[src/rtl/uart_pkg.sv]
// Shared types for the UART transmit path.
// Word width and drain FSM encoding.
package uart_pkg;

  localparam int UART_WORD_BITS = 8;

  typedef enum logic [1:0] {
    IDLE,
    SEND,
    WAIT_DONE,
    GAP
  } uart_tx_state_t;

endpackage

[src/rtl/uart_tx_fifo_if.sv]
// Producer and transmitter signals of the buffered UART TX front-end.
// slave is the FIFO side; master is the producer/transmitter side.
interface uart_tx_fifo_if
  import uart_pkg::*;
#(
  parameter int DEPTH_LOG2 = 4
);

  logic [UART_WORD_BITS-1:0] wrData;
  logic                      wrEn;
  logic                      flush;
  logic                      full;
  logic                      empty;
  logic [DEPTH_LOG2:0]       count;
  logic                      overflow;
  logic                      busy;
  logic [UART_WORD_BITS-1:0] txIn;
  logic                      txSend;
  logic                      txSendComplete;

  modport slave (
    input  wrData,
    input  wrEn,
    input  flush,
    input  txSendComplete,
    output full,
    output empty,
    output count,
    output overflow,
    output busy,
    output txIn,
    output txSend
  );

  modport master (
    output wrData,
    output wrEn,
    output flush,
    output txSendComplete,
    input  full,
    input  empty,
    input  count,
    input  overflow,
    input  busy,
    input  txIn,
    input  txSend
  );

endinterface

[src/rtl/sync_fifo.sv]
// Single-clock circular FIFO with registered count/full/empty.
// Writes while full and all traffic during flush are dropped.
module sync_fifo #(
  parameter int WIDTH      = 8,
  parameter int DEPTH_LOG2 = 4
) (
  input  logic                  clock,
  input  logic                  reset,
  input  logic                  wr,
  input  logic [WIDTH-1:0]      wr_data,
  input  logic                  rd,
  output logic [WIDTH-1:0]      rd_data,
  input  logic                  flush,
  output logic                  full,
  output logic                  empty,
  output logic [DEPTH_LOG2:0]   count
);

  localparam int DEPTH = 1 << DEPTH_LOG2;
  localparam logic [DEPTH_LOG2:0] DEPTH_C =
    (DEPTH_LOG2+1)'(DEPTH);

  logic [WIDTH-1:0]      mem [DEPTH];
  logic [DEPTH_LOG2-1:0] wptr;
  logic [DEPTH_LOG2-1:0] rptr;
  logic                  wr_ok;
  logic                  rd_ok;
  logic [DEPTH_LOG2:0]   count_n;

  assign wr_ok   = wr && !full && !flush;
  assign rd_ok   = rd && !empty && !flush;
  assign rd_data = mem[rptr];

  always_comb begin
    count_n = count;
    if (wr_ok && !rd_ok)
      count_n = count + 1'b1;
    else if (rd_ok && !wr_ok)
      count_n = count - 1'b1;
  end

  always_ff @(posedge clock) begin
    if (reset || flush) begin
      wptr  <= '0;
      rptr  <= '0;
      count <= '0;
      full  <= 1'b0;
      empty <= 1'b1;
    end else begin
      if (wr_ok)
        wptr <= wptr + 1'b1;
      if (rd_ok)
        rptr <= rptr + 1'b1;
      count <= count_n;
      full  <= (count_n == DEPTH_C);
      empty <= (count_n == '0);
    end
  end

  // Storage needs no reset; the pointers define validity.
  always_ff @(posedge clock) begin
    if (wr_ok)
      mem[wptr] <= wr_data;
  end

endmodule

[src/rtl/uart_tx_fifo.sv]
// Buffered front-end for the UART transmitter: FIFO plus drain FSM
// driving the txIn/txSend/txSendComplete handshake.
module uart_tx_fifo
  import uart_pkg::*;
#(
  parameter int DEPTH_LOG2 = 4,
  parameter int GAP_CLKS   = 0
) (
  input  logic           clock,
  input  logic           reset,
  uart_tx_fifo_if.slave  bus
);

  localparam int GW =
    (GAP_CLKS > 1) ? $clog2(GAP_CLKS) : 1;
  localparam logic [GW-1:0] GAP_LAST =
    GW'((GAP_CLKS > 0) ? GAP_CLKS - 1 : 0);

  uart_tx_state_t            state;
  uart_tx_state_t            state_n;
  logic [UART_WORD_BITS-1:0] tx_data;
  logic [UART_WORD_BITS-1:0] tx_data_n;
  logic                      send;
  logic                      send_n;
  logic [GW-1:0]             gap_cnt;
  logic [GW-1:0]             gap_cnt_n;
  logic                      ovf;
  logic                      pop;
  logic [UART_WORD_BITS-1:0] head;
  logic                      fifo_full;
  logic                      fifo_empty;
  logic [DEPTH_LOG2:0]       fifo_count;

  sync_fifo #(
    .WIDTH      (UART_WORD_BITS),
    .DEPTH_LOG2 (DEPTH_LOG2)
  ) u_fifo (
    .clock   (clock),
    .reset   (reset),
    .wr      (bus.wrEn),
    .wr_data (bus.wrData),
    .rd      (pop),
    .rd_data (head),
    .flush   (bus.flush),
    .full    (fifo_full),
    .empty   (fifo_empty),
    .count   (fifo_count)
  );

  always_comb begin
    state_n   = state;
    tx_data_n = tx_data;
    send_n    = 1'b0;
    gap_cnt_n = gap_cnt;
    pop       = 1'b0;
    unique case (state)
      IDLE: begin
        // A flushing queue must not launch its head byte.
        if (!fifo_empty && !bus.flush) begin
          pop       = 1'b1;
          tx_data_n = head;
          send_n    = 1'b1;
          state_n   = SEND;
        end
      end
      SEND: begin
        state_n = WAIT_DONE;
      end
      WAIT_DONE: begin
        if (bus.txSendComplete) begin
          gap_cnt_n = '0;
          state_n   = (GAP_CLKS > 0) ? GAP : IDLE;
        end
      end
      GAP: begin
        if (gap_cnt == GAP_LAST)
          state_n = IDLE;
        else
          gap_cnt_n = gap_cnt + 1'b1;
      end
      default: begin
        state_n = IDLE;
      end
    endcase
  end

  always_ff @(posedge clock) begin
    if (reset) begin
      state   <= IDLE;
      tx_data <= '0;
      send    <= 1'b0;
      gap_cnt <= '0;
      ovf     <= 1'b0;
    end else begin
      state   <= state_n;
      tx_data <= tx_data_n;
      send    <= send_n;
      gap_cnt <= gap_cnt_n;
      ovf     <= bus.wrEn && fifo_full && !bus.flush;
    end
  end

  assign bus.full     = fifo_full;
  assign bus.empty    = fifo_empty;
  assign bus.count    = fifo_count;
  assign bus.overflow = ovf;
  assign bus.busy     = (state != IDLE) || !fifo_empty;
  assign bus.txIn     = tx_data;
  assign bus.txSend   = send;

endmodule

[src/flat_wrapper.sv]
// flat-port wrapper written by rule: the top's interface ports become plain ports
module uart_tx_fifo_flat import uart_pkg::*;
#(
  parameter int DEPTH_LOG2 = 4,
  parameter int GAP_CLKS   = 0
)
  (clock, reset, bus_wrData, bus_wrEn, bus_flush, bus_txSendComplete, bus_full, bus_empty, bus_count, bus_overflow, bus_busy, bus_txIn, bus_txSend);
  uart_tx_fifo_if #(.DEPTH_LOG2(DEPTH_LOG2)) bus_i ();
  input  logic clock;
  input  logic reset;
  input wire logic [$bits(bus_i.wrData)-1:0] bus_wrData;
  input wire logic [$bits(bus_i.wrEn)-1:0] bus_wrEn;
  input wire logic [$bits(bus_i.flush)-1:0] bus_flush;
  input wire logic [$bits(bus_i.txSendComplete)-1:0] bus_txSendComplete;
  output wire logic [$bits(bus_i.full)-1:0] bus_full;
  output wire logic [$bits(bus_i.empty)-1:0] bus_empty;
  output wire logic [$bits(bus_i.count)-1:0] bus_count;
  output wire logic [$bits(bus_i.overflow)-1:0] bus_overflow;
  output wire logic [$bits(bus_i.busy)-1:0] bus_busy;
  output wire logic [$bits(bus_i.txIn)-1:0] bus_txIn;
  output wire logic [$bits(bus_i.txSend)-1:0] bus_txSend;
  assign bus_i.wrData = bus_wrData;
  assign bus_i.wrEn = bus_wrEn;
  assign bus_i.flush = bus_flush;
  assign bus_i.txSendComplete = bus_txSendComplete;
  assign bus_full = bus_i.full;
  assign bus_empty = bus_i.empty;
  assign bus_count = bus_i.count;
  assign bus_overflow = bus_i.overflow;
  assign bus_busy = bus_i.busy;
  assign bus_txIn = bus_i.txIn;
  assign bus_txSend = bus_i.txSend;
  uart_tx_fifo #(.DEPTH_LOG2(DEPTH_LOG2), .GAP_CLKS(GAP_CLKS)) u_core (.clock(clock), .reset(reset), .bus(bus_i));
endmodule
[config.mk]
export PLATFORM = sky130hd
export DESIGN_NAME = uart_tx_fifo_flat
export DESIGN_NICKNAME = d
export VERILOG_FILES = /design/src/rtl/uart_pkg.sv /design/src/rtl/uart_tx_fifo_if.sv /design/src/rtl/sync_fifo.sv /design/src/rtl/uart_tx_fifo.sv /design/src/flat_wrapper.sv
export SDC_FILE = /design/constraint.sdc
export NUM_CORES = 1
export LEC_CHECK = 0
export BUFFER_PORTS_ARGS = -buffer_cell sky130_fd_sc_hd__buf_2
export CAP_MARGIN = 20
export CORE_MARGIN = 3
export CORE_UTILIZATION = 32
export DETAILED_ROUTE_END_ITERATION = 16
export PLACE_DENSITY = 0.53
export SYNTH_ARGS = -nofsm -noshare
export SYNTH_HDL_FRONTEND = slang
export SYNTH_SLANG_ARGS = --single-unit
[constraint.sdc]
create_clock -name clock -period 6 [get_ports clock]
set_input_delay 0.9 -clock clock [delete_from_list [all_inputs] [get_ports clock]]
set_output_delay 0.9 -clock clock [all_outputs]
set_load 0.03 [all_outputs]
==> results.py <==
metrics = {
    "outcome": {
        "status": "completed",
    },
    "final_layout": {
        "utilization_pct": 38.7,
        "fillers": 1670,
        "regArea_mm2": 0.00439,
        "final_common_cell": "edfxtp_1",
        "layout.cells.non_filler": 631,
        "fin_nets": 409,
        "drive_above_1_share_pct": 25.9,
        "multiInputGateArea_mm2": 0.00160,
        "syn_to_final_growth_pct": 16.5,
        "diodes": 0,
        "layout_common_cells": "edfxtp_1, nor2_1, mux4_2, buf_2, dfxtp_1",
    },
    "routing": {
        "ant_nets": 0,
        "drt_first_iter_violations": 264,
        "wl_per_cell_um": 20.5,
        "drc": 0,
        "totalWireLength_mm": 12.9,
        "drt-vias-per-instance": 5.06,
        "num_vias": 3194,
        "dr.pass1.iters": 4,
    },
    "global_route": {
        "antenna_found_initial": 0,
        "track_usage_pct": 13.2,
        "overflow": 0,
        "grt_max_degree": 36,
        "grt_pass1_wl_mm": 19.7,
        "grt_pass1_vias": 3252,
    },
    "sta": {
        "relSlewSlack_pct": 27.8,
        "worst_slew_pin_slew_ns": 1.07,
        "finalSetupTns_ns": 0,
        "setup_viol": 0,
        "period_share_pct": 44.2,
        "fmax_ghz": 0.377,
        "final-max-slew-violation-count": 0,
        "rsz0062_at_grt": "no",
        "post-route-min-period_ns": 2.65,
        "finalHoldViolations": 0,
        "clock_skew_ns": 0.00994,
    },
    "clocking": {
        "clock-root-buffer": "clkbuf_16",
        "cts_setup_buffers": 0,
        "clk_path_buf_depth": 2,
        "cts_tree": "done",
        "clk_pin_slew_ns": 0.06,
        "cts_resized": 0,
        "numCtsBuffers": 17,
        "cts_hold_buf": 0,
        "clk_latency_ns": 0.42,
        "cts.sinks": 155,
        "cts_htree_levels": 4,
    },
    "worst_setup_path": {
        "slowest_stage": "nor3_1",
        "worstPathRequired_ns": 6.03,
        "rrSetupSlack_ns": 3.60,
        "r2r_end": "u_core.u_fifo.mem[3][4]",
        "reg2regPathDepth": 3,
        "r2r-start": "u_core.u_fifo.full",
        "cp_max_fo": 10,
        "crit_chain": "buf_2 > nor3b_4 > nand2_1 > nor3_1",
        "start_kind": "input port",
        "crit_start": "bus_flush",
        "crit_end": "u_core.u_fifo.mem[3][4]",
        "path_class": "input port to flip-flop",
        "max_stage_delay_ns": 0.88,
        "cp_data_arrival_time_ns": 2.69,
        "cp-end-kind": "flip-flop",
    },
    "floorplanning": {
        "ios": 31,
        "dieHeight_um": 144,
        "core.rowCount": 49,
        "core-area_mm2": 0.0183,
        "die_w_um": 144,
        "dieArea_mm2": 0.0206,
        "start_util_pct": 33.2,
    },
    "placement": {
        "numPortBuffers": 30,
        "placed_cells": 597,
        "gp_congestion": 0.807,
        "hpwlAfterDp_mm": 8.31,
    },
    "pwr": {
        "power_leakage_nw": 2.30,
        "ir_drop_uv": 195,
        "powerDensity_mw_per_mm2": 331,
    },
    "yosys": {
        "async_flop_share_pct": 0,
        "synth_area_per_cell_um2": 17.2,
        "ys_seq_area_share_pct": 72.3,
        "synth_edf_count": 128,
        "synth_flop_cell": "edfxtp_1",
        "synth_area_mm2": 0.00606,
        "syn_nets": 372,
        "ys_ff_latch": 155,
        "syn_inst": 352,
        "netlist-cell-type-count": 36,
        "yosys_warnings": 0,
    },
    "worst_hold_path": {
        "hold_path_class": "flip-flop to flip-flop",
    },
    "job": {
        "drv_cap": 0,
    },
}
==> power breakdown <==
| group | leakage (nW) | internal (W) | switching (W) |
|---|---|---|---|
| Clock | 0.297 | 0.000657 | 0.000430 |
| Sequential | 1.37 | 0.00117 | 0.00000525 |
| Combinational | 0.629 | 0.0000234 | 0.0000501 |
==> worst max-delay path: cells and delay by family <==
kind,cells,cell delay (ns)
AND/OR/NAND/NOR,3,1.63
buffers and inverters,1,0.15
==> Yosys cell counts, types with 2 or more instances <==
cell type | instances | area (um^2)
edfxtp_1 | 128 | 3840
nand4_1 | 2 | 12.5
a211oi_1 | 2 | 15.0
a31oi_1 | 2 | 12.5
nor2_1 | 37 | 139
buf_2 | 3 | 15.0
o21a_1 | 2 | 15.0
a21oi_1 | 20 | 100
ha_1 | 7 | 87.6
nand2_1 | 12 | 45.0
nor2b_1 | 2 | 12.5
nand3_1 | 4 | 20.0
and3_1 | 2 | 12.5
clkbuf_1 | 12 | 45.0
xor2_1 | 5 | 43.8
nor4_1 | 2 | 12.5
inv_1 | 4 | 15.0
nand2b_1 | 3 | 18.8
xnor2_1 | 4 | 35.0
buf_1 | 2 | 7.51
a22oi_1 | 16 | 120
nor3_1 | 9 | 45.0
and2_1 | 2 | 12.5
mux4_2 | 32 | 721
dfxtp_1 | 27 | 541
==> sequential cells by signal, summed over array words and instances (netlist names) <==
signal,flops
u_core.u_fifo.mem,128
u_core.u_fifo.wptr,4
u_core.u_fifo.count,5
u_core.bus.overflow,1
u_core.state,2
u_core.u_fifo.empty,1
u_core.u_fifo.rptr,4
u_core.bus.txSend,1
u_core.bus.txIn,8
u_core.u_fifo.full,1
==> final cells by class <==
class | instances | share of cell area (%)
clock buffer | 18 | 6.08
clock inverter | 14 | 2.41
inverter | 4 | 0.213
multi-input combinational | 176 | 22.6
sequential | 155 | 62.1
tap | 229 | 4.06
timing repair buffer | 35 | 2.59
==> metrics by stage <==
stage                     worst slack (ns)  power (W)  instance area (um^2)  hold slack, ns
after floorplan                       3.53    0.00124                  6060           0.482
after global placement                2.93    0.00127                  6450           0.478
after detailed placement              2.93    0.00127                  6450           0.490
after CTS                             3.37    0.00236                  7050           0.504
after global routing                  3.28    0.00241                  7060           0.532
final                                 3.35    0.00234                  7060           0.501
==> metal layers <==
metal  routed length (um)  GRT usage (%)  vias to the layer above  share of wire (%)
met1                 5930           18.6                     1645                 46
li1                     -              -                     1457                  -
met4                  176           4.01                        0                1.4
met5                    0              0                        -                  0
met3                  687           3.93                       14                5.3
met2                 6110           20.0                       78                 47
==> cells by family (layout without fill, tap and decap cells) <==
family          count (synthesis)  in the layout  synth area share, %
mux                            33             33                 12.1
compound gates                 44             44                 4.60
buf+inv                        21             71                 1.36
flops                         155            155                 72.3
xor+xnor                        9              9                 1.30
simple gates                   83             83                 6.91
fa+ha+maj                       7              7                 1.44
==> worst min-delay path by stage <==
stage / to / from / cells after the start
floorplan: u_core.u_fifo.wptr[1] / u_core.u_fifo.wptr[1] / 2
detailed placement: u_core.bus.txIn[6] / u_core.bus.txIn[6] / 2
CTS: u_core.bus.txIn[6] / u_core.bus.txIn[6] / 2
global route: u_core.bus.txIn[7] / u_core.bus.txIn[7] / 2
finish: u_core.bus.txIn[6] / u_core.bus.txIn[6] / 2
global placement: u_core.bus.txIn[7] / u_core.bus.txIn[7] / 2
Power figures use the tool's default switching activity.
